===== src/rtl/team_06_i2s_adc_receiver.sv =====
// team_06_i2s_adc_receiver: I2S master receiver that generates i2sclk/ws and deserializes MSB-first ADC samples
module team_06_i2s_adc_receiver #(
    parameter int CLK_DIV   = 4,
    parameter int DATA_BITS = 8,
    parameter int SLOT_BITS = 32
) (
    input  logic                 clk,
    input  logic                 rst,
    input  logic                 adc_serial_in,
    output logic [DATA_BITS-1:0] i2s_parallel_out,
    output logic                 finished,
    output logic                 ws,
    output logic                 i2sclk
);
    localparam int DW = (CLK_DIV > 1) ? $clog2(CLK_DIV) : 1;
    localparam int BW = $clog2(SLOT_BITS);

    logic [DW-1:0]        div;
    logic [BW-1:0]        bit_cnt;
    logic [DATA_BITS-1:0] shift;
    logic                 wrap, rise_tick, fall_tick, slot_end, last_bit;

    assign wrap      = div == DW'(CLK_DIV - 1);
    assign rise_tick = wrap & ~i2sclk;
    assign fall_tick = wrap & i2sclk;
    assign slot_end  = bit_cnt == BW'(SLOT_BITS - 1);
    assign last_bit  = bit_cnt == BW'(DATA_BITS);

    always_ff @(posedge clk or posedge rst) begin
        if (rst) begin
            div              <= '0;
            i2sclk           <= 1'b0;
            ws               <= 1'b0;
            bit_cnt          <= '0;
            shift            <= '0;
            i2s_parallel_out <= '0;
            finished         <= 1'b0;
        end else begin
            div      <= wrap ? '0 : div + 1'b1;
            i2sclk   <= wrap ? ~i2sclk : i2sclk;
            finished <= rise_tick & last_bit;
            if (fall_tick) begin
                bit_cnt <= slot_end ? '0 : bit_cnt + 1'b1;
                ws      <= slot_end ? ~ws : ws;
            end
            // bit index 0 is the I2S one-bit delay after ws changes
            if (rise_tick) begin
                if (bit_cnt == '0)
                    shift <= '0;
                else if (bit_cnt <= BW'(DATA_BITS))
                    shift <= {shift[DATA_BITS-2:0], adc_serial_in};
                if (last_bit)
                    i2s_parallel_out <= {shift[DATA_BITS-2:0], adc_serial_in};
            end
        end
    end
endmodule


===== config.mk =====
export PLATFORM = sky130hd
export DESIGN_NAME = team_06_i2s_adc_receiver
export DESIGN_NICKNAME = d
export VERILOG_FILES = /design/src/rtl/team_06_i2s_adc_receiver.sv
export SDC_FILE = /design/constraint.sdc
export NUM_CORES = 1
export LEC_CHECK = 0
export CORE_MARGIN = 4
export CORE_UTILIZATION = 54
export DETAILED_ROUTE_END_ITERATION = 10
export DONT_BUFFER_PORTS = 1
export HOLD_SLACK_MARGIN = 0.12
export PLACE_DENSITY = 0.77
export REMOVE_ABC_BUFFERS = 1
export SLEW_MARGIN = 10
export SYNTH_ARGS = -nofsm -noshare
export SYNTH_HDL_FRONTEND = slang
export SYNTH_SLANG_ARGS = --single-unit

===== constraint.sdc =====
create_clock -name clk -period 1.7 [get_ports clk]
set_input_delay 0 -clock clk [delete_from_list [all_inputs] [get_ports clk]]
set_output_delay 0 -clock clk [all_outputs]
set_load 0.03 [all_outputs]

After elaboration in Yosys (flattened, before gate mapping):

Index checks and enable logic that the tools add are counted.

* $add $sub $neg: 2
* $lt $le $gt $ge: 1
* eq/ne operators: 3
* mux-type cells: 4
* bitwise gates (word level): 5
* reduce and logical (&&, ||, !) cells: 5

Operator list (count)
* 2-to-1 mux 7 bit: 2
* AND reduction 2 bit: 3
* adder 5 x 1 -> 5 bit (second input constant): 1
* == test 5 x 4 -> 1 bit (second input constant): 1
* == test 5 bit (second input constant): 1
* less-or-equal comparator 5 x 4 -> 1 bit (second input constant): 1
* zero test 5 bit: 1
* 2-to-1 mux 5 bit: 1
* AND 1 bit: 3
* adder 2 x 1 -> 2 bit (second input constant): 1
* == test 2 bit (second input constant): 1
* 2-to-1 mux 2 bit: 1
* NOT 1 bit: 2
* nonzero test 2 bit: 1

* register bits: 25
* bits of input ports: 3
* output and inout port bits: 11
* logic and storage cells: 27

Longest topological paths before layout:

Gate-level depths: netlist of run 1.

* word-level depth: 3
* mapped depth: 6

Least setup slack after synthesis of run 1:

OpenSTA, ideal clock, no wires.

* path kind: register to register
* start point: reg bit_cnt[0]
* end point: reg shift[0]
* data arrival time: 1555 ps
* setup slack: -3 ps
* cell stages (with the launch flop): 7
* path buffers: 1
* path through: dfrtp_1 inv_1 ha_1 or4b_2 clkbuf_1 nand2_1 mux2i_1

* longest elaborated chain between the ends: 3
* elaborated cells on any way between the ends: 5

Ends and longest elaborated chain
* start: declaration: RTL line 19 `logic [BW-1:0] bit_cnt;`
* start signal: assignment: RTL line 43 `bit_cnt <= slot_end ? '0 : bit_cnt + 1'b1;`
* less-or-equal comparator 5 x 4 -> 1 bit / zero test 5 bit (equally long branches): RTL line 50, 48
* nonzero test 2 bit (no source line)
* AND reduction 2 bit (no source line)
* end signal: assignment: RTL line 51 `shift <= {shift[DATA_BITS-2:0], adc_serial_in};`
* end: declaration: RTL line 20 `logic [DATA_BITS-1:0] shift;`

Several ways; a longest one is shown, not always the timed one.
A chain may end at the register's enable or synchronous reset.

Worst setup path after layout of run 1:

* start point: reg bit_cnt[0]
* end point: reg bit_cnt[3]

* longest elaborated chain between the ends: 2
* elaborated cells on any way between the ends: 3

Ends and longest elaborated chain (RTL line)
* adder 5 x 1 -> 5 bit / == test 5 bit (equally long branches): 43, 26
* 2-to-1 mux 5 bit *: 43

Every way passes the cells marked *; elsewhere a longest branch is shown, timed or not.

==> impl_metrics.csv, run 1 <==
group,metric,value,unit
outcome,outcome,"finished clean",
timing,setup_violations,0,
detailed_routing,vias,673,
finish,stdcell_area,1280,um^2
critical_path,crit_family,"adder cells",
clock_tree,clk_latency,320,ps
pwr,power_frac_clock,29.2,%
timing,period_share,95.3,%
place,post_dp_cell_area,1210,um^2
timing,layout_setup_ws,80.0,ps
clock_tree,cts_made_buffers,3,
timing,rsz0062_at_grt,"no",
finish,final_common_cell,"dfrtp_1",
synth,syn_area_per_cell,12.6,um^2
pwr,combPwrFrac,3.1,%
synth,yosysWarnings,0,
detailed_routing,via_per_inst,5.18,
finish,drive_above_1_share,31.1,%
critical_path,critPathBufInv,1,
timing,max_freq,617,MHz
finish,area_growth,14.9,%
timing,final_hold_viol_count,0,
critical_path,rr_worst_depth,5,
finish,nets,111,
detailed_routing,drt_iter0_markers,4,
pwr,switching_share,21.8,%
floorplanning,start_util,57.0,%
global_routing,grt_antenna_before_repair,0,
place,io_buffers,0,
synth,ys_seq_area_share,55.9,%
clock_tree,root_buffer,"clkbuf_4",
clock_tree,clockBufferDepth,2,
critical_path,rrSetupSlack,80,ps
synth,synth_cell_types,25,
timing,maxSlewViolCount,0,
global_routing,grt_max_degree,17,
critical_path,critPathLaunchType,"flop",
finish,fin_cells,130,
finish,fin_util,65.5,%
timing,worst_pin_slew,410,ps
critical_path,crit_slowest_cell,"dfrtp_1",
flow_run,maxCapViolCount,0,
global_routing,grt_pass1_wl,3.06,mm
critical_path,critPathMaxFanout,6,
place,dpl.cell_count,123,
finish,final_cell_mix,"25 x dfrtp_1, 10 x mux2_2, 10 x inv_1, 10 x nand2_1, 9 x buf_4",
critical_path,cp.arrival,1850,ps
floorplanning,die_w,53.5,um
synth,synthesis.instances,89,
clock_tree,cts_setup_buffers,0,
floorplanning,die_h,53.5,um
critical_path,cp_num_cells,5,
clock_tree,cts_max_level,1,
place,dpl_worst_slack,4.39,ps
clock_tree,clock-sinks,25,
synth,ys_ff_latch,25,
pwr,seq_power_share,67.7,%
global_routing,grt.overflow.total,0,
timing,setup_tns,0,ps
pwr,switching_power,195,uW
clock_tree,clkTransAtPathRegs,130,ps
synth,syn-cell-area,1120,um^2
place,dp_hpwl,1.33,mm
finish,fillers,169,
timing,maxSlewHeadroom,72.6,%
detailed_routing,wirelength,1.83,mm
timing,skew,4.91,ps
timing,min_period,1620,ps
pwr,cellPowerDensity,696,nW/um^2
global_routing,grt_pass1_vias,683,
critical_path,required,1930,ps
finish,antenna_cells,0,
detailed_routing,drc,0,
floorplanning,num_rows,16,
pwr,internal-power,699,uW
critical_path,crit_chain,"buf_4, ha_1, and3_2, ha_2, o41ai_2",
pwr,p_leak,0.000651,uW
pwr,vdd_ir_drop_max,0.000640,V
critical_path,path_class,"reg -> reg",
critical_path,critPathCaptureType,"flop",
detailed_routing,routedWlPerCell,14.1,um
global_routing,track_usage,15.7,%
hold_path,hold_class,"in -> async",
clock_tree,cts_tree,"done",
floorplanning,pin_count,14,
floorplanning,dieArea,2860,um^2
detailed_routing,dr.pass1.iters,4,
floorplanning,core-area,1960,um^2
detailed_routing,ant_nets,0,
critical_path,critPathMaxStageDelay,410,ps
place,place_congestion,0.806,
## flip-flops by register name, indices dropped and copies added, names as in the netlist
name / count
finished: 1
bit_cnt: 5
i2s_parallel_out: 8
i2sclk: 1
ws: 1
shift: 7
div: 2
## routing by layer
metal	track usage, %	up-vias	routed length, um
met5	0	-	0
met4	12.8	0	61
met3	3.94	4	84
met2	23.7	11	857
met1	18.7	331	828
li1	-	327	-
## power groups by stage
stage / logic, uW / clock network [uW] / registers, uW
2_1_floorplan: 16.5 / 0 / 615
3_3_place_gp: 21.8 / 0 / 616
3_5_place_dp: 23.2 / 0 / 617
4_1_cts: 29.1 / 272 / 605
5_1_grt: 33.4 / 295 / 606
6_report: 28.1 / 261 / 605
## Yosys cell counts, drive strengths merged
cell / number / area share, %
buf: 1 / 0.45
a21o: 1 / 0.67
o41ai: 1 / 0.78
nor4: 1 / 1.9
a31oi: 1 / 0.56
mux2: 10 / 10
o21ai: 3 / 1.3
dfrtp: 25 / 56
and3: 1 / 0.67
mux2i: 7 / 6.3
clkbuf: 1 / 0.34
inv: 11 / 3.7
or4b: 1 / 0.89
a2111oi: 1 / 2.5
xnor2: 1 / 0.78
xor2: 1 / 0.78
nand2b: 2 / 1.8
nand3b: 1 / 0.67
nand2: 10 / 3.4
nand3: 3 / 1.3
nor3: 1 / 0.45
nor2: 1 / 0.34
ha: 4 / 4.5
## cell type report
class,count,area (um^2),share of cell area (%)
clock buffer,3,22.5,1.75
clock inverter,1,5.00,0.389
inverter,11,41.3,3.21
multi-input combinational,51,459,35.7
sequential,25,626,48.7
tap,27,33.8,2.63
timing repair buffer,12,97.6,7.59
## worst paths after layout
check	from	to
worst max-delay path	bit_cnt[0]	bit_cnt[3]
worst min-delay path	rst	shift[4]
worst max register to register	bit_cnt[0]	bit_cnt[3]
worst min register to register	div[0]	div[0]
max in group asynchronous	rst	i2s_parallel_out[1]
min in group clk	adc_serial_in	i2s_parallel_out[0]
## timing repair
action / 4_1_cts / 5_1_grt
hold buffers: 3 / 0
pin swaps: 0 / 0
setup endpoints to repair: 1 / 12
resized for setup: 1 / 3
hold endpoints to repair: 27 / 0
## worst register-to-register path: cells and delay by family (launching register included)
family	cells	cell delay (ps)
fa+ha+maj	2	430
buf+inv	1	150
simple gates	1	220
flops	1	410
compound gates	1	330
## logic make-up (layout without fill, tap and decap cells)
| group | count (synthesis) | count (layout) | synth area share (%) |
|---|---|---|---|
| AO/OA/AOI/OAI | 7 | 7 | 5.82 |
| AND/OR/NAND/NOR | 21 | 21 | 11.4 |
| multiplexers | 17 | 17 | 16.3 |
| XOR/XNOR | 2 | 2 | 1.57 |
| buffers and inverters | 13 | 27 | 4.47 |
| adder cells (fa/ha/maj) | 4 | 4 | 4.47 |
| flip-flops | 25 | 25 | 55.9 |
## metrics by stage
step | power, uW | hold WS (ps)
after detailed placement | 640 | -121
after global routing | 935 | 189
after CTS | 906 | 133
after global placement | 638 | -131
after floorplan | 632 | 27.3
final | 894 | 132
No activity file was read; power rests on OpenSTA's default activity.
==> run 2: changes to the inputs <==
Settings changed: RECOVER_POWER set to 25.
==> run 2 against run 1 <==
Against the previous run: critical path depth did not move; combinational power shrank 4%; highest routed layer unchanged; global-route usage stayed put; critical path type unchanged; setup slack barely moved; wire length is the same.
==> impl_metrics.csv, run 2 (same netlist as run 1, synthesis figures left out) <==
group,metric,value,unit
finish,regMostFlops,"i2s_parallel_out",
hold_path,hold_class,"in -> async",
floorplanning,die_w,53.5,um
global_routing,grt_max_degree,17,
clock_tree,clockBufferDepth,2,
detailed_routing,wirelength,1.83,mm
outcome,outcome,"finished clean",
floorplanning,die_h,53.5,um
finish,fin_util,65.3,%
place,dp_hpwl,1.33,mm
finish,nets,111,
global_routing,grt_pass1_vias,683,
finish,area_growth,14.5,%
detailed_routing,dr.pass1.iters,4,
place,post_dp_cell_area,1210,um^2
pwr,combPwrFrac,3.0,%
place,place_congestion,0.806,
detailed_routing,drt_iter0_markers,4,
pwr,vdd_ir_drop_max,0.000636,V
detailed_routing,vias,673,
floorplanning,start_util,57.0,%
pwr,p_leak,0.000647,uW
finish,final_common_cell,"dfrtp_1",
global_routing,grt.overflow.total,0,
clock_tree,cts_made_buffers,3,
critical_path,critPathCaptureType,"flop",
timing,rsz0062_at_grt,"no",
timing,worst_pin_slew,838,ps
floorplanning,pin_count,14,
clock_tree,clock-sinks,25,
finish,largest_reg_flops,8,
pwr,seq_power_share,67.8,%
timing,skew,4.86,ps
pwr,switching_share,21.8,%
timing,setup_tns,0,ps
flow_run,maxCapViolCount,0,
finish,final_cell_mix,"25 x dfrtp_1, 10 x mux2_2, 10 x inv_1, 10 x nand2_1, 8 x buf_4",
finish,antenna_cells,0,
finish,drive_above_1_share,30.1,%
clock_tree,cts_max_level,1,
detailed_routing,via_per_inst,5.18,
timing,hold_slack,360,ps
global_routing,grt_antenna_before_repair,0,
critical_path,cp.arrival,1850,ps
floorplanning,num_rows,16,
finish,fin_cells,130,
place,io_buffers,0,
timing,min_period,1620,ps
global_routing,grt_pass1_wl,3.06,mm
finish,reg_top3,"i2s_parallel_out (8), shift (7), bit_cnt (5)",
clock_tree,cts_tree,"done",
floorplanning,dieArea,2860,um^2
pwr,internal-power,698,uW
clock_tree,clk_latency,320,ps
finish,stdcell_area,1280,um^2
global_routing,track_usage,15.7,%
pwr,switching_power,195,uW
critical_path,critPathMaxFanout,6,
detailed_routing,drc,0,
pwr,power_frac_clock,29.2,%
timing,final_hold_viol_count,0,
critical_path,critPathLaunchType,"flop",
critical_path,path_class,"reg -> reg",
critical_path,required,1930,ps
place,dpl.cell_count,123,
timing,period_share,95.3,%
pwr,cellPowerDensity,697,nW/um^2
floorplanning,core-area,1960,um^2
timing,maxSlewViolCount,0,
timing,maxSlewHeadroom,44.1,%
clock_tree,clkTransAtPathRegs,130,ps
timing,max_freq,617,MHz
detailed_routing,routedWlPerCell,14.1,um
clock_tree,root_buffer,"clkbuf_4",
detailed_routing,ant_nets,0,
timing,setup_violations,0,
[run 2: changes by cell type in the layout (fill, tap and decap cells not counted)]
| cell | delta |
|---|---|
| buf_4 | -1 |
| clkbuf_1 | +1 |
[run 2: routing by layer]
layer / vias to the layer above / global-route usage, % / share of wire, %
li1: 327 / - / -
met1: 331 / 18.7 / 45
met5: - / 0 / 0
met4: 0 / 12.8 / 3.3
met2: 11 / 23.7 / 47
met3: 4 / 3.94 / 4.6
[run 2: path summary, 6_finish.rpt]
kind	start	cells past startpoint	slack, ps	endpoint
min in group clk	adc_serial_in	2	420	i2s_parallel_out[0]
worst max register to register	bit_cnt[0]	5	80	bit_cnt[3]
worst min-delay path	rst	3	360	shift[4]
worst min register to register	div[0]	1	450	div[0]
worst max-delay path	bit_cnt[0]	5	80	bit_cnt[3]
max in group asynchronous	rst	3	770	i2s_parallel_out[1]
[run 2: layout make-up]
class | instances | area [um^2]
fill | 169 | 681
sequential | 25 | 626
multi-input combinational | 51 | 459
timing repair buffer | 12 | 93.8
inverter | 11 | 41.3
tap | 27 | 33.8
clock buffer | 3 | 22.5
clock inverter | 1 | 5.00
[run 2: repair_timing]
item / 4_1_cts / 5_1_grt
endpoints found under the hold margin: 27 / 0
setup buffers: 0 / 0
endpoints found under the setup margin: 1 / 12
hold buffers: 3 / 0
pin swaps: 0 / 0
gates resized for setup: 1 / 3
[run 2: through the flow]
stage	total power, uW	setup slack [ps]
after global routing	933	4.99
after global placement	638	50.3
after floorplan	632	26.6
final	893	79.9
after detailed placement	640	4.39
after CTS	906	10.4
[run 2: power by group through the flow]
stage | sequential, uW | combinational [uW] | clock, uW
6_report | 605 | 27.0 | 261
5_1_grt | 606 | 32.3 | 295
4_1_cts | 605 | 29.1 | 272
3_5_place_dp | 617 | 23.2 | 0
3_3_place_gp | 616 | 21.8 | 0
2_1_floorplan | 615 | 16.5 | 0
[run 2: critical path, stage by stage, from the launching register on]
cell,delay (ps)
dfrtp_1,410
buf_4,150
ha_1,220
and3_2,220
ha_2,210
o41ai_2,330
